`src/rtl/ps2_pkg.sv`:
```
// Shared PS/2 receiver definitions: decoder states, prefix bytes, event layout.
package ps2_pkg;

  typedef enum logic [1:0] {
    ST_IDLE   = 2'd0,
    ST_EXT    = 2'd1,
    ST_BRK    = 2'd2,
    ST_EXTBRK = 2'd3
  } dec_state_e;

  localparam logic [7:0] PS2_EXT = 8'hE0;
  localparam logic [7:0] PS2_BRK = 8'hF0;

  // Event word is {ext, brk, code[7:0]}.
  localparam int EV_W = 10;

  function automatic logic odd_parity_ok(input logic [8:0] data_par);
    return ^data_par;
  endfunction

endpackage

```
`src/rtl/ps2_event_fifo.sv`:
```
// Show-ahead event FIFO; a push into a full FIFO is accepted only with a same-cycle pop.
module ps2_event_fifo #(
  parameter int WIDTH = 10,
  parameter int DEPTH = 8
) (
  input  logic                       clk_100MHz,
  input  logic                       reset,
  input  logic                       i_push,
  input  logic [WIDTH-1:0]           i_data,
  input  logic                       i_pop,
  output logic                       o_valid,
  output logic [WIDTH-1:0]           o_data,
  output logic [$clog2(DEPTH):0]     o_count,
  output logic                       o_ovf
);
  localparam int AW = $clog2(DEPTH);

  logic [WIDTH-1:0] r_mem [DEPTH];
  logic [AW-1:0]    r_wptr, r_rptr;
  logic [AW:0]      r_count;
  logic             w_full, w_empty, w_pop, w_wr;

  assign w_full  = (r_count == (AW+1)'(DEPTH));
  assign w_empty = (r_count == '0);
  assign w_pop   = i_pop && !w_empty;
  assign w_wr    = i_push && (!w_full || w_pop);
  assign o_ovf   = i_push && w_full && !w_pop;

  assign o_valid = !w_empty;
  assign o_data  = w_empty ? '0 : r_mem[r_rptr];
  assign o_count = r_count;

  always_ff @(posedge clk_100MHz) begin
    if (w_wr) r_mem[r_wptr] <= i_data;
  end

  // Pointers wrap naturally because DEPTH is a power of two.
  always_ff @(posedge clk_100MHz or posedge reset) begin
    if (reset) begin
      r_wptr  <= '0;
      r_rptr  <= '0;
      r_count <= '0;
    end else begin
      if (w_wr)  r_wptr <= r_wptr + AW'(1);
      if (w_pop) r_rptr <= r_rptr + AW'(1);
      case ({w_wr, w_pop})
        2'b10:   r_count <= r_count + (AW+1)'(1);
        2'b01:   r_count <= r_count - (AW+1)'(1);
        default: r_count <= r_count;
      endcase
    end
  end

endmodule

```
`src/rtl/ps2_key_rx.sv`:
```
// PS/2 keyboard receiver: filtered clock edge detect, 11-bit framing with timeout,
// prefix decoder and event FIFO with sticky error flags.
//   state     | meaning
//   ST_IDLE   | no prefix seen
//   ST_EXT    | E0 received
//   ST_BRK    | F0 received
//   ST_EXTBRK | E0 then F0 received
module ps2_key_rx
  import ps2_pkg::*;
#(
  parameter int SYNC_LEN    = 8,
  parameter int FIFO_DEPTH  = 8,
  parameter int TIMEOUT_CYC = 200000,
  parameter int REPORT_MAKE = 1
) (
  input  logic                          clk_100MHz,
  input  logic                          reset,
  input  logic                          ps2clk,
  input  logic                          ps2data,
  output logic                          ev_valid,
  input  logic                          ev_ready,
  output logic [7:0]                    ev_code,
  output logic                          ev_ext,
  output logic                          ev_break,
  output logic [$clog2(FIFO_DEPTH):0]   ev_count,
  output logic                          err_parity,
  output logic                          err_frame,
  output logic                          err_ovf,
  input  logic                          err_clr
);
  localparam int TW = $clog2(TIMEOUT_CYC + 1);

  logic [SYNC_LEN-1:0] r_win;
  logic [1:0]          r_data_sync;
  logic [10:0]         r_shift;
  logic [3:0]          r_bitcnt;
  logic [TW-1:0]       r_to_cnt;
  logic                r_byte_vld;
  logic [7:0]          r_byte;
  dec_state_e          r_state, w_state_nxt;
  logic                r_push, w_emit;
  logic [EV_W-1:0]     r_ev, w_ev, w_head;
  logic                w_fall, w_frame_ok, w_timeout, w_set_parity, w_ovf;
  logic [10:0]         w_frame;
  logic                w_ext, w_brk;
  logic                r_err_parity, r_err_frame, r_err_ovf;

  always_ff @(posedge clk_100MHz or posedge reset) begin
    if (reset) begin
      r_win       <= '0;
      r_data_sync <= '0;
    end else begin
      r_win       <= {r_win[SYNC_LEN-2:0], ps2clk};
      r_data_sync <= {r_data_sync[0], ps2data};
    end
  end

  // Oldest half high, newest half low: a clean falling edge, glitches filtered out.
  assign w_fall       = (&r_win[SYNC_LEN-1:SYNC_LEN/2]) && !(|r_win[SYNC_LEN/2-1:0]);
  assign w_frame      = {r_data_sync[1], r_shift[10:1]};
  assign w_frame_ok   = !w_frame[0] && w_frame[10] && odd_parity_ok(w_frame[9:1]);
  assign w_set_parity = w_fall && (r_bitcnt == 4'd10) && !w_frame_ok;
  assign w_timeout    = !w_fall && (r_bitcnt != 4'd0) && (r_to_cnt == '0);

  always_ff @(posedge clk_100MHz or posedge reset) begin
    if (reset) begin
      r_shift    <= '0;
      r_bitcnt   <= '0;
      r_to_cnt   <= '0;
      r_byte_vld <= 1'b0;
      r_byte     <= '0;
    end else begin
      r_byte_vld <= 1'b0;
      if (w_fall) begin
        r_shift  <= w_frame;
        r_to_cnt <= TW'(TIMEOUT_CYC - 1);
        if (r_bitcnt == 4'd10) begin
          r_bitcnt   <= '0;
          r_byte_vld <= w_frame_ok;
          r_byte     <= w_frame[8:1];
        end else begin
          r_bitcnt <= r_bitcnt + 4'd1;
        end
      end else if (r_bitcnt != 4'd0) begin
        if (r_to_cnt == '0) r_bitcnt <= '0;
        else                r_to_cnt <= r_to_cnt - TW'(1);
      end else begin
        r_to_cnt <= TW'(TIMEOUT_CYC - 1);
      end
    end
  end

  assign w_ext = (r_state == ST_EXT) || (r_state == ST_EXTBRK);
  assign w_brk = (r_state == ST_BRK) || (r_state == ST_EXTBRK);

  always_comb begin
    w_state_nxt = r_state;
    w_emit      = 1'b0;
    w_ev        = {w_ext, w_brk, r_byte};
    if (r_byte_vld) begin
      if (r_state == ST_IDLE && r_byte == PS2_EXT) begin
        w_state_nxt = ST_EXT;
      end else if (r_state == ST_IDLE && r_byte == PS2_BRK) begin
        w_state_nxt = ST_BRK;
      end else if (r_state == ST_EXT && r_byte == PS2_BRK) begin
        w_state_nxt = ST_EXTBRK;
      end else begin
        w_state_nxt = ST_IDLE;
        w_emit      = w_brk || (REPORT_MAKE != 0);
      end
    end
  end

  always_ff @(posedge clk_100MHz or posedge reset) begin
    if (reset) begin
      r_state <= ST_IDLE;
      r_push  <= 1'b0;
      r_ev    <= '0;
    end else begin
      r_state <= w_state_nxt;
      r_push  <= w_emit;
      r_ev    <= w_ev;
    end
  end

  ps2_event_fifo #(
    .WIDTH (EV_W),
    .DEPTH (FIFO_DEPTH)
  ) u_fifo (
    .clk_100MHz (clk_100MHz),
    .reset      (reset),
    .i_push     (r_push),
    .i_data     (r_ev),
    .i_pop      (ev_ready),
    .o_valid    (ev_valid),
    .o_data     (w_head),
    .o_count    (ev_count),
    .o_ovf      (w_ovf)
  );

  assign ev_ext   = w_head[9];
  assign ev_break = w_head[8];
  assign ev_code  = w_head[7:0];

  // A new error in the same cycle as err_clr keeps the flag set.
  always_ff @(posedge clk_100MHz or posedge reset) begin
    if (reset) begin
      r_err_parity <= 1'b0;
      r_err_frame  <= 1'b0;
      r_err_ovf    <= 1'b0;
    end else begin
      r_err_parity <= w_set_parity || (r_err_parity && !err_clr);
      r_err_frame  <= w_timeout    || (r_err_frame  && !err_clr);
      r_err_ovf    <= w_ovf        || (r_err_ovf    && !err_clr);
    end
  end

  assign err_parity = r_err_parity;
  assign err_frame  = r_err_frame;
  assign err_ovf    = r_err_ovf;

endmodule

```
`config.mk`:
```
export PLATFORM = sky130hd
export DESIGN_NAME = ps2_key_rx
export DESIGN_NICKNAME = d
export VERILOG_FILES = /design/src/rtl/ps2_pkg.sv /design/src/rtl/ps2_event_fifo.sv /design/src/rtl/ps2_key_rx.sv
export SDC_FILE = /design/constraint.sdc
export NUM_CORES = 1
export LEC_CHECK = 0
export ABC_AREA = 1
export CAP_MARGIN = 20
export CORE_ASPECT_RATIO = 1.2
export CORE_MARGIN = 2
export CORE_UTILIZATION = 55
export CTS_CLUSTER_SIZE = 8
export DETAILED_ROUTE_END_ITERATION = 16
export PLACE_DENSITY_LB_ADDON = 0.1
export SYNTH_ARGS = -nofsm -noshare
export SYNTH_HDL_FRONTEND = slang
export SYNTH_SLANG_ARGS = --single-unit
```
`constraint.sdc`:
```
create_clock -name clk_100MHz -period 2.85 [get_ports clk_100MHz]
set_input_delay 0.855 -clock clk_100MHz [delete_from_list [all_inputs] [get_ports clk_100MHz]]
set_output_delay 0.855 -clock clk_100MHz [all_outputs]
set_load 0.01 [all_outputs]
```
==> out/results.ini <==
[run_status]
status=finished with violations
violations=setup timing

[sta]
post-route-min-period_ns=3.03
worstMarginPinSlew_ns=0.572
max_freq_mhz=330
report.final.setup_viol=1
maxSlewHeadroom=0.618
drv_slew=0
hold_ws_ns=0.351
grt_setup_unrepaired=true
worst_slack_ns=-0.176
finalHoldViolations=0
skew_ns=0.00932
timing.final.crit_share=1.06

[logic_synthesis]
synth_cells=638
synth_area_leaders=edfxtp_1 (36%), dfrtp_1 (29%), nand2_1 (5.9%)
yosysTopAreaCellShare=0.358
synth_top_area_cell=edfxtp_1
synth_nets=653
synth.distinct_cells=39
syn_area_sq_um=6710
synth-seq-cells=157
synth-seq-area-share=0.645
yosysWarnings=0
syn_avg_cell_area_sq_um=10.5

[drt]
via_count=4583
drt_iter0_markers=262
wl_per_cell_um=15.2
ant_nets=0
drc=0
vias_per_cell=5.35
dr.pass1.iters=5
routed_wl_um=13000

[cells_and_area]
layout_common_cells=nand2_1 (106), nor2_1 (93), edfxtp_1 (80)
drive_above_1_share=0.134
num_antenna_cells=0
mostFrequentLayoutCell=nand2_1
final_cells=856
area_delta_synth_final_pct=17.2
nNetsFinal=697

[clocking]
cts_tree=yes
htreeDepth=4
cts-hold-fix-buffers=0
postCtsSetupBuffers=0
clockBufferDepth=2
clk_pin_slew_ns=0.06
cts_sinks=157
clkLatencyLatePin_ns=0.42
cts_inserted_buffers=17
root_buffer=clkbuf_16

[place]
dpl.cell_count=824
place_ws_ns=0.0448
hpwl_um=9110
gp_congestion=0.849
portBuffers=23

[flow_run]
drv_cap=0

[worst_hold_path]
hp-class=register to register
hold_depth=0

[worst_setup_path]
r2r_cells=12
max_stage_delay_ns=0.58
cp.buffers_inverters=3
path_max_fanout=23
critPathLaunchType=register
required_ns=2.00
criticalPathCategory=register to output port
end_kind=output port
cp_num_cells=7
crit_family=buffers and inverters
critical_path.cell_chain=inv_2 -> buf_12 -> nor2_1 -> o22ai_1 -> o21ai_0 -> a31oi_1 -> clkdlybuf4s50_1
critPathSlowestCell=clkdlybuf4s50_1
cp.arrival_ns=2.17

[die]
rows=44
io_pins=24
initial_utilization=0.559
design.core.area_sq_um=12000
fp.dieW_um=105
die_area_sq_um=13100
dieHeight_um=125

[global_routing]
grt_max_degree=34
antenna_found_initial=0
first_global_vias=4572
overflow=0
grt_pass1_wl_um=22100
grt.total_usage=0.215

[pwr]
switching_share=0.295
p_sw_mw=1.88
leakage_nw=3.33
p_int_mw=4.50
ir_drop_mv=0.402
powerDensity_nw_per_um2=811
total_power_mw=6.37
power.share.sequential=0.393
p_comb_frac=0.246
clkPwrFrac=0.361

==> power by group through the flow <==
stage	clock [mW]	sequential (mW)	combinational, mW
finish	2.30	2.50	1.57
global route	2.43	2.51	1.74
CTS	2.35	2.50	1.59
detailed placement	0	2.54	1.63
global placement	0	2.54	1.61
floorplan	0	2.55	0.926
==> layer usage <==
metal  vias up  global-route usage  share of wire
met4         0              0.0839          0.016
met1      2231               0.259           0.43
li1       2235                   -              -
met2        96               0.379           0.53
met3        21              0.0412          0.026
met5         -                   0              0
==> state kept, by name, summed over array words and instances (netlist names), 2 cells and up <==
name            count
r_bitcnt            4
r_byte              8
r_data_sync         2
r_ev               10
r_shift            10
r_state             2
r_to_cnt           18
r_win               8
u_fifo.o_count      4
u_fifo.r_mem       80
u_fifo.r_rptr       3
u_fifo.r_wptr       3
==> through the flow <==
step | utilization | instance area (sq um) | TNS, ns
4_1_cts | 0.654 | 7850 | -0.726
3_3_place_gp | 0.604 | 7240 | 0
3_5_place_dp | 0.604 | 7240 | 0
6_report | 0.655 | 7860 | -0.176
2_1_floorplan | - | 6710 | 0
5_1_grt | 0.655 | 7860 | -0.283
==> repair_timing <==
action | 4_1_cts | 5_1_grt
pin swaps | 1 | 2
gates resized for setup | 8 | 11
endpoints found under the setup margin | 10 | 10
cloned | 0 | 0
==> cells in the mapped netlist <==
cell / n
nand2_1: 106
nor2_1: 93
edfxtp_1: 80
dfrtp_1: 77
o21ai_0: 63
inv_1: 57
nand3_1: 28
clkbuf_1: 16
a31oi_1: 10
o22ai_1: 10
ha_1: 9
xor2_1: 9
nor3_1: 8
a21oi_1: 7
o21ai_2: 7
nand2_2: 6
o211ai_1: 6
o21ai_1: 6
nor2_2: 5
buf_2: 4
nand4_1: 4
xnor2_1: 4
inv_2: 3
nor4_1: 3
buf_6: 2
nor3_2: 2
a21o_1: 1
and3_1: 1
nand3_2: 1
nand3b_1: 1
nand4_2: 1
nand4_4: 1
nor2_4: 1
nor2_8: 1
nor4_2: 1
nor4_4: 1
o21a_1: 1
or2_2: 1
or2_4: 1
==> worst register-to-register path, cell delays in order (launching register included) <==
cell     delay, ns
dfrtp_1       0.45
nor2_1        0.18
nand3_2       0.26
nand2_2       0.18
nand4_1       0.13
nand2_2       0.10
ha_1          0.23
xor2_1        0.28
ha_1          0.20
a21oi_1       0.05
a21oi_1       0.14
o21ai_0       0.09
o21a_1        0.11
==> final timing paths <==
path / end / start / slack, ns
worst max-delay path: ev_code[3] / u_fifo.r_rptr[0] / -0.18
worst min-delay path: r_data_sync[1] / r_data_sync[0] / 0.35
worst max register to register: u_fifo.o_count[2] / u_fifo.o_count[0] / 0.35
worst min register to register: r_data_sync[1] / r_data_sync[0] / 0.35
max in group asynchronous: r_ev[1] / reset / 1.40
min in group asynchronous: r_to_cnt[1] / reset / 0.79
==> cells by family after synthesis <==
| family | after synthesis | synth area share |
|---|---|---|
| compound gates | 111 | 0.0935 |
| flops | 157 | 0.645 |
| simple gates | 266 | 0.179 |
| xor+xnor | 13 | 0.0170 |
| buf+inv | 82 | 0.0489 |
| fa+ha+maj | 9 | 0.0168 |
==> layout make-up <==
class	instances	area (sq um)
clock buffer	17	425
clock inverter	15	186
fill	1009	4140
inverter	60	226
multi-input combinational	399	2050
sequential	157	4330
tap	161	201
timing repair buffer	47	439
No activity file was read; power rests on OpenSTA's default activity.
